--- config.mk ---
export PLATFORM = sky130hd
export DESIGN_NAME = uart_prog_loader
export DESIGN_NICKNAME = d
export VERILOG_FILES = /design/src/rtl/uart_prog_loader_pkg.sv /design/src/rtl/uart_prog_loader_uart_rx.sv /design/src/rtl/uart_prog_loader.sv
export SDC_FILE = /design/constraint.sdc
export NUM_CORES = 1
export LEC_CHECK = 0
export ABC_AREA = 1
export CORE_AREA = 2 2 117 107
export DETAILED_ROUTE_END_ITERATION = 16
export DIE_AREA = 0 0 119 109
export MAX_ROUTING_LAYER = met4
export PLACE_DENSITY_LB_ADDON = 0.05
export SLEW_MARGIN = 20
export SYNTH_ARGS = -nofsm -noshare
export SYNTH_HDL_FRONTEND = slang
export SYNTH_HIERARCHICAL = 1
export SYNTH_SLANG_ARGS = --single-unit
--- constraint.sdc ---
create_clock -name CLK -period 5.6 [get_ports CLK]
set_clock_uncertainty 0.1 [all_clocks]
set_input_delay 0.84 -clock CLK [delete_from_list [all_inputs] [get_ports CLK]]
set_output_delay 0.84 -clock CLK [all_outputs]
set_load 0.01 [all_outputs]
--- src/rtl/uart_prog_loader_pkg.sv ---
// Shared definitions for the UART program loader: sync byte, FSM encodings
// and the running checksum helper.
package uart_prog_loader_pkg;

  localparam logic [7:0] LOADER_SYNC = 8'hA5;

  // Loader frame FSM states
  typedef enum logic [2:0] {
    ST_IDLE   = 3'd0,
    ST_LEN_HI = 3'd1,
    ST_LEN_LO = 3'd2,
    ST_DATA   = 3'd3,
    ST_CSUM   = 3'd4
  } loader_state_e;

  // UART receiver bit-level states
  typedef enum logic [1:0] {
    RX_IDLE  = 2'd0,
    RX_START = 2'd1,
    RX_DATA  = 2'd2,
    RX_STOP  = 2'd3
  } rx_state_e;

  // Mod-256 running sum over length and data bytes
  function automatic logic [7:0] csum_add(input logic [7:0] sum, input logic [7:0] b);
    return sum + b;
  endfunction

endpackage

--- src/rtl/uart_prog_loader_uart_rx.sv ---
// 8N1 UART receiver: 2-FF synchroniser, mid-bit sampling, start-bit glitch
// rejection and stop-bit framing check. Emits one-cycle rx_valid / rx_ferr.
module uart_rx
  import uart_prog_loader_pkg::*;
#(
  parameter int unsigned CLK_HZ = 16000000,
  parameter int unsigned BAUD   = 115200
) (
  input  logic       CLK,
  input  logic       RST_N,
  input  logic       rx,
  output logic [7:0] rx_data,
  output logic       rx_valid,
  output logic       rx_ferr
);

  localparam int unsigned BIT_CYC  = CLK_HZ / BAUD;
  localparam int unsigned HALF_CYC = BIT_CYC / 2;
  localparam int          CNT_W    = $clog2(BIT_CYC + 1);
  localparam logic [CNT_W-1:0] BIT_LAST  = CNT_W'(BIT_CYC - 1);
  localparam logic [CNT_W-1:0] HALF_LAST = CNT_W'(HALF_CYC - 1);

  logic             sync1_q, sync2_q, prev_q;
  rx_state_e        st_q;
  logic [CNT_W-1:0] cnt_q;
  logic [2:0]       bit_q;
  logic [7:0]       shift_q;

  // Bring the asynchronous line into the clock domain; keep one extra stage for edge detect
  always_ff @(posedge CLK or negedge RST_N) begin
    if (!RST_N) begin
      sync1_q <= 1'b1;
      sync2_q <= 1'b1;
      prev_q  <= 1'b1;
    end else begin
      sync1_q <= rx;
      sync2_q <= sync1_q;
      prev_q  <= sync2_q;
    end
  end

  // Bit-timing FSM: find start edge, confirm at half bit, sample data and stop mid-bit
  always_ff @(posedge CLK or negedge RST_N) begin
    if (!RST_N) begin
      st_q     <= RX_IDLE;
      cnt_q    <= '0;
      bit_q    <= '0;
      shift_q  <= '0;
      rx_data  <= '0;
      rx_valid <= 1'b0;
      rx_ferr  <= 1'b0;
    end else begin
      rx_valid <= 1'b0;
      rx_ferr  <= 1'b0;
      case (st_q)
        RX_IDLE: begin
          cnt_q <= '0;
          if (prev_q && !sync2_q) st_q <= RX_START;
        end
        RX_START: begin
          if (cnt_q == HALF_LAST) begin
            cnt_q <= '0;
            bit_q <= '0;
            // A high line here means the falling edge was only a glitch
            st_q  <= sync2_q ? RX_IDLE : RX_DATA;
          end else begin
            cnt_q <= cnt_q + 1'b1;
          end
        end
        RX_DATA: begin
          if (cnt_q == BIT_LAST) begin
            cnt_q   <= '0;
            shift_q <= {sync2_q, shift_q[7:1]};
            bit_q   <= bit_q + 3'd1;
            if (bit_q == 3'd7) st_q <= RX_STOP;
          end else begin
            cnt_q <= cnt_q + 1'b1;
          end
        end
        RX_STOP: begin
          if (cnt_q == BIT_LAST) begin
            cnt_q <= '0;
            st_q  <= RX_IDLE;
            if (sync2_q) begin
              rx_data  <= shift_q;
              rx_valid <= 1'b1;
            end else begin
              rx_ferr  <= 1'b1;
            end
          end else begin
            cnt_q <= cnt_q + 1'b1;
          end
        end
        default: st_q <= RX_IDLE;
      endcase
    end
  end

endmodule

--- src/rtl/uart_prog_loader.sv ---
// UART program loader: parses A5/LEN/DATA/CSUM frames, writes big-endian
// words into instruction RAM, holds the CPU while loading and releases it
// with a restart pulse only after a checksum-verified image.
module uart_prog_loader
  import uart_prog_loader_pkg::*;
#(
  parameter int unsigned CLK_HZ      = 16000000,
  parameter int unsigned BAUD        = 115200,
  parameter int unsigned ADDR_W      = 11,
  parameter int unsigned MAX_WORDS   = 2048,
  parameter int unsigned TIMEOUT_CYC = 1600000
) (
  input  logic              CLK,
  input  logic              RST_N,
  input  logic              UART_RX,
  output logic              wr_en,
  output logic [ADDR_W-1:0] wr_addr,
  output logic [31:0]       wr_data,
  output logic              cpu_hold,
  output logic              cpu_restart,
  output logic              load_done,
  output logic              load_err
);

  localparam int             TMO_W    = $clog2(TIMEOUT_CYC + 1);
  localparam logic [TMO_W-1:0] TMO_LAST = TMO_W'(TIMEOUT_CYC - 1);
  localparam logic [15:0]    MAX_N    = 16'(MAX_WORDS);

  logic [7:0]        rx_data;
  logic              rx_valid, rx_ferr;

  loader_state_e     st_q;
  logic [15:0]       len_q;
  logic [7:0]        sum_q;
  logic [1:0]        byte_cnt_q;
  logic [TMO_W-1:0]  tmo_q, tmo_d;
  logic              tmo_hit;
  logic [15:0]       len_full;
  logic              last_word;

  logic              wr_en_q, hold_q, restart_q, done_q, err_q;
  logic [ADDR_W-1:0] wr_addr_q;
  logic [31:0]       wr_data_q;

  uart_rx #(
    .CLK_HZ (CLK_HZ),
    .BAUD   (BAUD)
  ) u_rx (
    .CLK      (CLK),
    .RST_N    (RST_N),
    .rx       (UART_RX),
    .rx_data  (rx_data),
    .rx_valid (rx_valid),
    .rx_ferr  (rx_ferr)
  );

  assign len_full  = {len_q[15:8], rx_data};
  assign last_word = (16'(wr_addr_q) == len_q - 16'd1);

  // Inter-byte timeout: cleared by any received byte, idle while waiting for sync
  always_comb begin
    tmo_d   = tmo_q + 1'b1;
    tmo_hit = 1'b0;
    if (st_q == ST_IDLE || rx_valid || rx_ferr) begin
      tmo_d = '0;
    end else if (tmo_q == TMO_LAST) begin
      tmo_hit = 1'b1;
    end
  end

  // Frame FSM with word assembly, checksum and registered control outputs
  always_ff @(posedge CLK or negedge RST_N) begin
    if (!RST_N) begin
      st_q       <= ST_IDLE;
      len_q      <= '0;
      sum_q      <= '0;
      byte_cnt_q <= '0;
      tmo_q      <= '0;
      wr_en_q    <= 1'b0;
      wr_addr_q  <= '0;
      wr_data_q  <= '0;
      hold_q     <= 1'b0;
      restart_q  <= 1'b0;
      done_q     <= 1'b0;
      err_q      <= 1'b0;
    end else begin
      wr_en_q   <= 1'b0;
      restart_q <= 1'b0;
      done_q    <= 1'b0;
      tmo_q     <= tmo_d;
      // Address advances the cycle after its write strobe
      if (wr_en_q) wr_addr_q <= wr_addr_q + 1'b1;

      if ((rx_ferr && st_q != ST_IDLE) || tmo_hit) begin
        // cpu_hold deliberately stays set: a partial image must never run
        err_q <= 1'b1;
        st_q  <= ST_IDLE;
      end else if (rx_valid) begin
        case (st_q)
          ST_IDLE: begin
            if (rx_data == LOADER_SYNC) begin
              hold_q     <= 1'b1;
              err_q      <= 1'b0;
              sum_q      <= '0;
              wr_addr_q  <= '0;
              byte_cnt_q <= '0;
              st_q       <= ST_LEN_HI;
            end
          end
          ST_LEN_HI: begin
            len_q[15:8] <= rx_data;
            sum_q       <= csum_add(sum_q, rx_data);
            st_q        <= ST_LEN_LO;
          end
          ST_LEN_LO: begin
            len_q <= len_full;
            sum_q <= csum_add(sum_q, rx_data);
            if (len_full == 16'd0) begin
              st_q <= ST_CSUM;
            end else if (len_full > MAX_N) begin
              err_q <= 1'b1;
              st_q  <= ST_IDLE;
            end else begin
              st_q <= ST_DATA;
            end
          end
          ST_DATA: begin
            wr_data_q  <= {wr_data_q[23:0], rx_data};
            sum_q      <= csum_add(sum_q, rx_data);
            byte_cnt_q <= byte_cnt_q + 2'd1;
            if (byte_cnt_q == 2'd3) begin
              wr_en_q <= 1'b1;
              if (last_word) st_q <= ST_CSUM;
            end
          end
          ST_CSUM: begin
            st_q <= ST_IDLE;
            if (rx_data == sum_q) begin
              restart_q <= 1'b1;
              done_q    <= 1'b1;
              hold_q    <= 1'b0;
            end else begin
              err_q <= 1'b1;
            end
          end
          default: st_q <= ST_IDLE;
        endcase
      end
    end
  end

  assign wr_en       = wr_en_q;
  assign wr_addr     = wr_addr_q;
  assign wr_data     = wr_data_q;
  assign cpu_hold    = hold_q;
  assign cpu_restart = restart_q;
  assign load_done   = done_q;
  assign load_err    = err_q;

endmodule

==> results of run 1 <==
==> Yosys cell counts, types with 8 or more instances <==
cell and n:
a21oi_1 33, ha_1 16, nand4_1 14, o21ai_1 31, inv_2 11, nor2_1 87
nand2_1 280, nor2_2 11, xor2_1 8, buf_2 10, nor3_1 33, inv_1 110
o21ai_0 35, nand3_1 45, dfrtp_1 128
==> worst reg2reg max path: stages (launching register included) <==
cell     delay, ns
dfrtp_1       0.42
inv_2         0.06
nand2_2       0.11
nor2_4        0.06
nor2_1        0.60
nand3_1       0.28
nand3_1       0.14
nand2_1       0.12
inv_1         0.10
o21ai_0       0.11
nand3_1       0.10
nand2_1       0.05
==> cells by family after synthesis <==
family / Yosys count / share of synthesized area, %
buffers and inverters: 136 / 7.774
DFF: 131 / 47.42
adders and majority gates: 17 / 3.182
and+or+nand+nor: 496 / 31.33
AOI/OAI and AO/OA: 111 / 8.516
xor gates and xnor gates: 14 / 1.772
==> flip-flops by register name (all words and copies together) (netlist names), 2 cells and up, named ones only <==
register,count
u_rx/rx_data,8
u_rx/shift_q,8
u_rx/cnt_q,8
u_rx/bit_q,3
byte_cnt_q,2
wr_addr,11
sum_q,8
wr_data,32
st_q,3
len_q,16
tmo_q,21
==> stage by stage <==
step / hold slack, ns / power (mW)
floorplan: 0.2452 / 1.038
global placement: 0.2603 / 1.068
detailed placement: 0.2599 / 1.079
CTS: 0.2659 / 2.159
global route: 0.2688 / 2.222
finish: 0.2648 / 2.131
==> power groups by stage <==
stage               Combinational [mW]  Sequential (mW)  Clock (mW)
floorplan                       0.0502            0.988           0
global route                     0.104            0.977        1.14
CTS                             0.0882            0.975        1.10
global placement                0.0788            0.989           0
detailed placement              0.0876            0.992           0
finish                          0.0866            0.976        1.07
==> cell type report <==
| class | count | area share (%) |
|---|---|---|
| Clock buffer | 21 | 5.673 |
| Clock inverter | 11 | 1.357 |
| Inverter | 121 | 5.596 |
| Multi-Input combinational cell | 638 | 38.20 |
| Sequential cell | 131 | 40.43 |
| Tap cell | 160 | 2.466 |
| Timing Repair Buffer | 51 | 6.274 |
==> layer usage <==
layer,global-route usage (%),up-vias,share of wire [%]
met5,-,-,0
met4,9.354,0,1.7
met3,6.538,25,5.4
met2,41.91,176,46
met1,37.82,2791,47
li1,-,3004,-
==> path summary, 6_finish.rpt <==
kind	startpoint	to	slack, ns
min in group asynchronous	RST_N	cpu_hold	0.36
max	wr_en	wr_en	3.22
max reg2reg	st_q[0]	st_q[0]	3.24
max in group asynchronous	RST_N	u_rx/shift_q[0]	3.95
min	u_rx/sync1_q	u_rx/sync2_q	0.26
min reg2reg	u_rx/sync1_q	u_rx/sync2_q	0.26
==> summary.md, run 1 <==
| Metric | Value |
|---|---|
| CP peak stage delay | 0.57 ns |
| Number of remaining DRC errors | 0 |
| Switching power | 475.7 uW |
| Startpoint types | flip-flop |
| Combinational power share | 4.1% |
| Pre-CTS setup slack | 3.126 ns |
| Vias per Instance | 5.292 |
| Number of H-tree levels | 4 |
| Placer Congestion | 0.8966 |
| Clk_lat worst skew | 0.42 ns |
| Worst Path Required | 4.66 ns |
| Peak VDD IR | 224.3 uV |
| Setup TNS | 0 ns |
| Cell Pwr Density | 262.6 nW/um^2 |
| FF-to-FF path depth | 11 |
| Pins Over Slew Limit | 0 |
| Post-Syn Area per Cell | 7.647 um^2 |
| Clk pwr share | 50.2% |
| Cell count after synthesis | 905 |
| Max transition margin | 48.44% |
| Largest net degree at the start of global routing | 82 |
| Total GRT Usage | 27.94% |
| FMAX | 419.5 MHz |
| Core area | 11840 um^2 |
| P_leak | 3.916 nW |
| Status | completed |
| Endpoints failing setup | 0 |
| CP cell instances | clkdlybuf4s50_1 |
| DRT Wirelength | 16.08 mm |
| Post-route insts no fill | 1133 |
| Post-layout util | 68.56% |
| Syn_nets | 925 |
| Post-CTS Hold Buffers | 0 |
| Total gr overflow | 0 |
| Final Hold Vio Count | 0 |
| Synth top area share | 46.28% |
| Area leader, netlist | dfrtp_1 |
| Footprint of the multi-input gates | 3100 um^2 |
| Initial antenna violation count | 0 |
| Max Root-Sink Buffers | 2 |
| Nets | 980 |
| Tightest Pin Transition | 0.7706 ns |
| Internal power | 1.656 mW |
| Total of max-cap violations | 0 |
| Sequential area share after synthesis | 47.42% |
| Post-synth top flop | dfrtp_1 |
| I/O Pins | 51 |
| Worst hold path type | flip-flop to flip-flop |
| Register Area | 3282 um^2 |
| Delay-heaviest family, CP | buffers and inverters |
| Clk root buf | clkbuf_16 |
| Yosys cell types | 39 |
| CTS tree | yes |
| Commonest non-fill, non-tap cell in the layout | nand2_1 |
| Cell Area, Placed | 7542 um^2 |
| EDFF count, synth | 0 |
| DP HPWL | 11.48 mm |
| Post-CTS Setup Bufs | 0 |
| Num CTS Buffers | 17 |
| Die Wd | 119 um |
| Row count | 38 |
| Die area | 12970 um^2 |
| Commonest non-fill, non-tap cells in the layout | nand2_1 (280), dfrtp_1 (128), inv_1 (110) |
| Mapped Area | 6920 um^2 |
| Setup ws final | 3.216 ns |
| Worst path arrival time | 1.44 ns |
| CTS-repair resized insts | 0 |
| RSZ-0062 raised after global routing | no |
| Top cells by area, synth | dfrtp_1 (46%), nand2_1 (15%), inv_1 (6.0%) |
| Share of cells above drive strength 1 | 7.811% |
| Routed WL per cell | 14.20 um |
| Crit path depth | 1 |
| Area Growth Syn to Fin | 17.28% |
| WP buf/inv | 1 |
| Routed Antenna Nets | 0 |
| Ys async rst share | 100.0% |
| Syn. warnings | 6 |
| Sink Count | 131 |
| Hold Path Stages | 0 |
| WS Path Type | flip-flop to primary output |
| Post-Layout Inst Area | 8117 um^2 |
| Synthesized flop and latch total | 131 |
| Number of global-route vias before repair | 5650 |
| Dpl cells | 1101 |
| Filler cells | 952 |
| N_diodes | 0 |
| Initial core utilization | 58.45% |
| Reg power frac | 45.8% |
| Clk pin slew, worst setup/hold paths | 0.06 ns |
| Die Y | 109 um |
| Vias post-DR | 5996 |
| Final Critical Period | 2.384 ns |
| Crit share post-route | 42.57% |
| Buffers on Ports | 50 |
| CP Max Fanout | 8 |
| Slowest library cell on the worst path | clkdlybuf4s50_1 |
| Initial DRC Count | 518 |
| Critical Path Sink Type | primary output |
| First-pass GRT wire length | 27.53 mm |
| Switching Share | 22.32% |
| DR pass1 iterations | 5 |
Note: power is estimated with default switching activity, not from simulation.
==> run 2: changes to the inputs <==
- CORE_AREA: 2 2 117 107 -> 2 2 118 108
- DIE_AREA: 0 0 119 109 -> 0 0 120 110
- clock period: 5.6 -> 2.4 ns (I/O delays scaled with it)
==> run 2 against run 1 <==
  * Worst hold slack worse by 0.0091 ns
  * Register-to-register slack lost 2.9 ns
  * Sequential share of layout area down 0.64 points
  * Largest power group unchanged
==> summary.md, run 2 (synthesized netlist as in run 1, its figures left out) <==
| Metric | Value |
|---|---|
| Status | completed |
| Sink Count | 131 (unchanged) |
| Tightest Pin Transition | 0.5882 ns (-0.1823 ns) |
| Endpoints failing setup | 0 (unchanged) |
| Routed Antenna Nets | 0 (unchanged) |
| Combinational power share | 4.0% (about the same) |
| Reg-to-reg slack, setup | 0.29 ns (-2.95 ns) |
| Cell Area, Placed | 7617 um^2 (+1.0%) |
| Crit share post-route | 87.72% |
| Number of global-route vias before repair | 5651 (+0.018%) |
| Total of max-cap violations | 0 (unchanged) |
| Number of H-tree levels | 4 (unchanged) |
| Number of remaining DRC errors | 0 (unchanged) |
| First-pass GRT wire length | 27.70 mm (+0.62%) |
| Internal power | 4.018 mW (+140%) |
| Initial core utilization | 57.99% (-0.47 points) |
| FMAX | 475.0 MHz |
| Post-CTS Setup Bufs | 0 (unchanged) |
| Largest net degree at the start of global routing | 62 (-24%) |
| DRT Wirelength | 16.25 mm (+1.0%) |
| Area Growth Syn to Fin | 19.16% |
| Post-Layout Inst Area | 8247 um^2 (+1.6%) |
| Share of cells above drive strength 1 | 8.478% (+0.67 points) |
| Die area | 13200 um^2 (+1.8%) |
| Core area | 11930 um^2 (+0.80%) |
| Post-CTS Hold Buffers | 1 (+1) |
| Clk pwr share | 51.8% (+1.6 points) |
| CP Max Fanout | 4 (-4) |
| Critical Path Sink Type | flip-flop |
| RSZ-0062 raised after global routing | no |
| PnR Total Power | 5.153 mW (+140%) |
| CTS tree | yes |
| Num CTS Buffers | 17 (unchanged) |
| Setup TNS | 0 ns (unchanged) |
| Startpoint types | flip-flop |
| WS Path Type | flip-flop to flip-flop |
| Max transition margin | 60.66% (+12 points) |
| Clk root buf | clkbuf_16 |
| Buffers on Ports | 50 (unchanged) |
| Placer Congestion | 0.9241 (+3.1%) |
| Reg-to-reg endpoint | sum_q[6] |
| Initial antenna violation count | 0 (unchanged) |
| Vias per Instance | 5.299 (+0.14%) |
| Final Hold Vio Count | 0 (unchanged) |
| Worst Path Required | 2.63 ns (-2.03 ns) |
| Hold Path Stages | 0 (unchanged) |
| Max reg flops | 32 (unchanged) |
| Row count | 38 (unchanged) |
| Clk pin slew, worst setup/hold paths | 0.06 ns (about the same) |
| Total GRT Usage | 27.59% (-0.34 points) |
| Total gr overflow | 0 (unchanged) |
| Vias post-DR | 6036 (+0.67%) |
| Commonest non-fill, non-tap cell in the layout | nand2_1 |
| Cell Pwr Density | 624.8 nW/um^2 (+140%) |
| Max Root-Sink Buffers | 2 (unchanged) |
| Switching Share | 22.01% (-0.31 points) |
| Worst hold path type | flip-flop to flip-flop |
| N_diodes | 0 (unchanged) |
| Initial DRC Count | 571 (+10%) |
| Final Critical Period | 2.105 ns |
| Worst path arrival time | 2.34 ns (+0.90 ns) |
| CTS-repair resized insts | 0 (unchanged) |
| Nets | 986 (+0.61%) |
| Routed WL per cell | 14.27 um (+0.49%) |
| Peak VDD IR | 649.0 uV (+190%) |
| Pins Over Slew Limit | 0 (unchanged) |
| Hold Path End | u_rx/sync2_q |
| I/O Pins | 51 (unchanged) |
| Commonest non-fill, non-tap cells in the layout | nand2_1 (280), dfrtp_1 (128), inv_1 (110) |
| FF-to-FF path depth | 11 (unchanged) |
| Hold_sp | u_rx/sync1_q |
| Pre-CTS setup slack | 0.3571 ns (-2.769 ns) |
| Setup ws final | 0.2947 ns (-2.921 ns) |
| Post-layout util | 69.10% (+0.54 points) |
| Reg power frac | 44.2% (-1.6 points) |
| Clk_lat worst skew | 0.42 ns (about the same) |
| DP HPWL | 11.90 mm (+3.6%) |
| Die Y | 110 um (+0.92%) |
| Switching power | 1.134 mW (+140%) |
| P_leak | 3.985 nW (+1.7%) |
| Die Wd | 120 um (+0.84%) |
| Worst R2R Start | u_rx/rx_data[1] |
| DR pass1 iterations | 5 (unchanged) |
-- run 2: final cells by class --
class / count / area (um^2)
sequential: 131 / 3282
clock inverter: 12 / 152.6
fill: 971 / 3687
timing repair buffer: 57 / 590.6
tap: 160 / 200.2
clock buffer: 20 / 466.7
multi-input combinational: 638 / 3100
inverter: 121 / 454.2
-- run 2: metrics by stage --
step	instances	hold WS [ns]
floorplan	905	-0.03559
global placement	1106	0.1612
detailed placement	1106	0.1661
CTS	1139	0.2563
global route	1139	0.2614
finish	1139	0.2558
-- run 2: critical path, stage by stage (launching register included) --
cell and delay (ns):
dfrtp_1 0.41, inv_1 0.19, fa_1 0.48, nor2_1 0.16
o21ai_0 0.11, nand2_1 0.11, nand2_1 0.05, nand2_1 0.06
a21oi_1 0.07, nand2_1 0.07, nand3_1 0.06, o21ai_0 0.15
-- run 2: how the worst max path moves through the flow --
stage / from / endpoint / slack, ns / cells after the start
final: u_rx/rx_data[1] / sum_q[6] / 0.29 / 11
after global routing: len_q[0] / st_q[2] / 0.13 / 16
after CTS: u_rx/rx_data[1] / sum_q[6] / 0.33 / 11
after detailed placement: len_q[0] / st_q[1] / 0.36 / 13
after global placement: u_rx/rx_data[1] / sum_q[6] / 0.41 / 11
after floorplan: u_rx/rx_data[0] / sum_q[6] / 0.61 / 12
-- run 2: per-layer routing --
layer	GRT usage [%]	vias to the layer above	share of wire (%)
met1	38.78	2825	49
met2	40.71	174	45
met3	5.813	17	5.2
li1	-	3020	-
met5	-	-	0
met4	8.403	0	1.1
-- run 2: power by group through the flow --
stage / sequential (mW) / combinational (mW) / clock [mW]
after floorplan: 2.30 / 0.117 / 0
after global placement: 2.31 / 0.192 / 0
after detailed placement: 2.32 / 0.205 / 0
after CTS: 2.28 / 0.210 / 2.72
after global routing: 2.28 / 0.240 / 2.82
final: 2.28 / 0.208 / 2.67
==> run 3: changes to the inputs <==
- CORE_AREA: 2 2 118 108 -> 2 2 124 114
- DIE_AREA: 0 0 120 110 -> 0 0 126 116
- clock period: 2.4 -> 1.8 ns (I/O delays scaled with it)
==> run 3 against run 2 <==
  * The flow now finishes with violations (setup timing)
  * Sequential share of layout area is 5.1 points lower
  * Largest cell class is now multi-input combinational cells
  * Critical path type unchanged
  * Register-to-register slack lost 0.40 ns
  * Non-clock buffer count up 92
  * Setup slack worse by 0.40 ns
  * Power rose by 31%
  * Maximum frequency grew 11%
  * Combinational power is 36% higher
  * Sequential power up 33%
  * Critical path depth increased by 2
==> summary.md, run 3 (synthesized netlist as in run 1, its figures left out) <==
| Metric | Value |
|---|---|
| Final Hold Vio Count | 0 (unchanged) |
| Internal power | 5.217 mW (+30%) |
| Slowest library cell on the worst path | dfrtp_1 |
| WP buf/inv | 2 (+1) |
| Cell Area, Placed | 8140 um^2 (+6.9%) |
| Crit share post-route | 105.7% (+18 points) |
| Commonest non-fill, non-tap cell in the layout | nand2_1 |
| CP peak stage delay | 0.40 ns (-0.08 ns) |
| Combinational power share | 4.2% (+0.2 points) |
| Post-Layout Inst Area | 9489 um^2 (+15%) |
| Share of cells above drive strength 1 | 24.04% (+16 points) |
| Peak VDD IR | 802.8 uV (+24%) |
| Die Wd | 126 um (+5.0%) |
| Critical Path Sink Type | flip-flop |
| CP cell instances | buf_6, nor2_4, nand2_4, nor2_4, buf_4, nand3b_1, nand2_1, nand3_1, nor2_1, nand2_1, nand2_2, nand3_2, nand2_1 |
| Worst hold path type | input port to flip-flop |
| Most frequent cell on the critical path | nand2_1 |
| WS Path Type | flip-flop to flip-flop |
| Commonest non-fill, non-tap cells in the layout | nand2_1 (264), dfrtp_1 (123), inv_1 (103) |
| Switching power | 1.530 mW (+35%) |
| N_diodes | 0 (unchanged) |
| Die Y | 116 um (+5.5%) |
| Initial core utilization | 52.38% (-5.6 points) |
| Tightest Pin Transition | 0.4069 ns (-0.1813 ns) |
| Num CTS Buffers | 17 (unchanged) |
| Number of H-tree levels | 4 (unchanged) |
| Max transition margin | 72.84% (+12 points) |
| DP HPWL | 13.20 mm (+11%) |
| Worst Path Required | 2.06 ns (-0.57 ns) |
| I/O Pins | 51 (unchanged) |
| Initial antenna violation count | 0 (unchanged) |
| Status | finished with violations |
| Dpl cells | 1179 (+6.6%) |
| Failing checks | setup timing |
| Core area | 13210 um^2 (+11%) |
| CTS tree | yes |
| Final Critical Period | 1.903 ns (-0.2019 ns) |
| FMAX | 525.4 MHz (+11%) |
| Routed Antenna Nets | 0 (unchanged) |
| Clk pin slew, worst setup/hold paths | 0.06 ns (about the same) |
| Clk_lat worst skew | 0.42 ns (about the same) |
| Buffers on Ports | 50 (unchanged) |
| Die area | 14620 um^2 (+11%) |
| Max reg flops | 32 (unchanged) |
| Sink Count | 131 (unchanged) |
| Total gr overflow | 0 (unchanged) |
| Clk root buf | clkbuf_16 |
| Post-route insts no fill | 1241 (+9.0%) |
| Area Growth Syn to Fin | 37.12% |
| Worst path arrival time | 2.16 ns (-0.18 ns) |
| Largest net degree at the start of global routing | 46 (-26%) |
| Clk pwr share | 50.9% (-0.9 points) |
| Vias per Instance | 5.276 (-0.45%) |
| Cell Pwr Density | 711.0 nW/um^2 (+14%) |
| Pins Over Slew Limit | 0 (unchanged) |
| Switching Share | 22.68% (+0.67 points) |
| Vias post-DR | 6547 (+8.5%) |
| Max Root-Sink Buffers | 2 (unchanged) |
| Number of remaining DRC errors | 0 (unchanged) |
| Row count | 40 (+5.3%) |
| CP Max Fanout | 5 (+1) |
| Reg power frac | 44.9% (+0.7 points) |
| Setup TNS | -0.5213 ns (-0.5213 ns) |
| P_leak | 4.809 nW (+21%) |
| Nets | 1080 (+9.5%) |
| Setup ws final | -0.1034 ns (-0.3981 ns) |
| First-pass GRT wire length | 29.99 mm (+8.2%) |
| Number of global-route vias before repair | 6121 (+8.3%) |
| Placer Congestion | 0.9020 (-2.4%) |
| Total GRT Usage | 26.97% (-0.62 points) |
| Endpoints failing setup | 9 (+9) |
| Delay-heaviest family, CP | simple AND/OR/NAND/NOR gates |
| Routed WL per cell | 15.35 um (+7.6%) |
| DRT Wirelength | 19.05 mm (+17%) |
| DR pass1 iterations | 6 (+1) |
| Initial DRC Count | 536 (-6.1%) |
| Total of max-cap violations | 0 (unchanged) |
| Startpoint types | flip-flop |
| RSZ-0062 raised after global routing | yes |
==> run 3: metrics by stage <==
| stage | utilization [%] | hold WS (ns) | power, mW | worst slack (ns) |
|---|---|---|---|---|
| 2_1_floorplan | - | -0.1256 | 3.229 | 0.009689 |
| 3_3_place_gp | 61.61 | 0.1183 | 3.341 | -0.1681 |
| 3_5_place_dp | 61.61 | 0.1217 | 3.365 | -0.1460 |
| 4_1_cts | 67.58 | 0.2038 | 6.783 | -0.06839 |
| 5_1_grt | 71.82 | 0.1824 | 6.983 | -0.2387 |
| 6_report | 71.82 | 0.1995 | 6.747 | -0.1034 |
==> run 3: power groups by stage <==
stage	clock network (mW)	registers, mW	logic [mW]
finish	3.43	3.03	0.282
global route	3.62	3.04	0.327
CTS	3.47	3.03	0.283
detailed placement	0	3.08	0.280
global placement	0	3.08	0.262
floorplan	0	3.07	0.156
==> run 3: worst paths after layout <==
path                                   start      endpoint  slack (ns)  cells past startpoint
worst max-delay path                len_q[1]       st_q[1]       -0.10                     13
worst min-delay path                 UART_RX  u_rx/sync1_q        0.20                      1
worst max register to register      len_q[1]       st_q[1]       -0.10                     13
worst min register to register  u_rx/sync1_q  u_rx/sync2_q        0.26                      0
max in group asynchronous              RST_N  u_rx/sync2_q        0.80                      3
min in group asynchronous              RST_N   wr_data[29]        0.22                      2
==> run 3: layout make-up <==
cell class | count | area (um^2)
timing repair buffer | 149 | 1389
fill | 1013 | 3724
clock buffer | 23 | 478.0
timing repair inverter | 2 | 17.52
sequential | 131 | 3288
clock inverter | 9 | 106.4
tap | 168 | 210.2
multi-input combinational | 638 | 3528
inverter | 121 | 471.7
==> run 3: routing by layer <==
layer | vias up | share of wire [%] | global-route usage (%)
met5 | - | 0 | -
met4 | 0 | 1.2 | 6.007
met3 | 23 | 5.9 | 7.572
met2 | 212 | 48 | 41.36
met1 | 3113 | 45 | 36.14
li1 | 3199 | - | -
==> run 3: what timing repair did <==
action,in CTS,in global routing
resized for setup,50,101
gates cloned,0,3
pin swaps,17,43
setup endpoints to repair,52,84
setup buffers,5,21
hold buffers,1,0
hold endpoints to repair,24,0
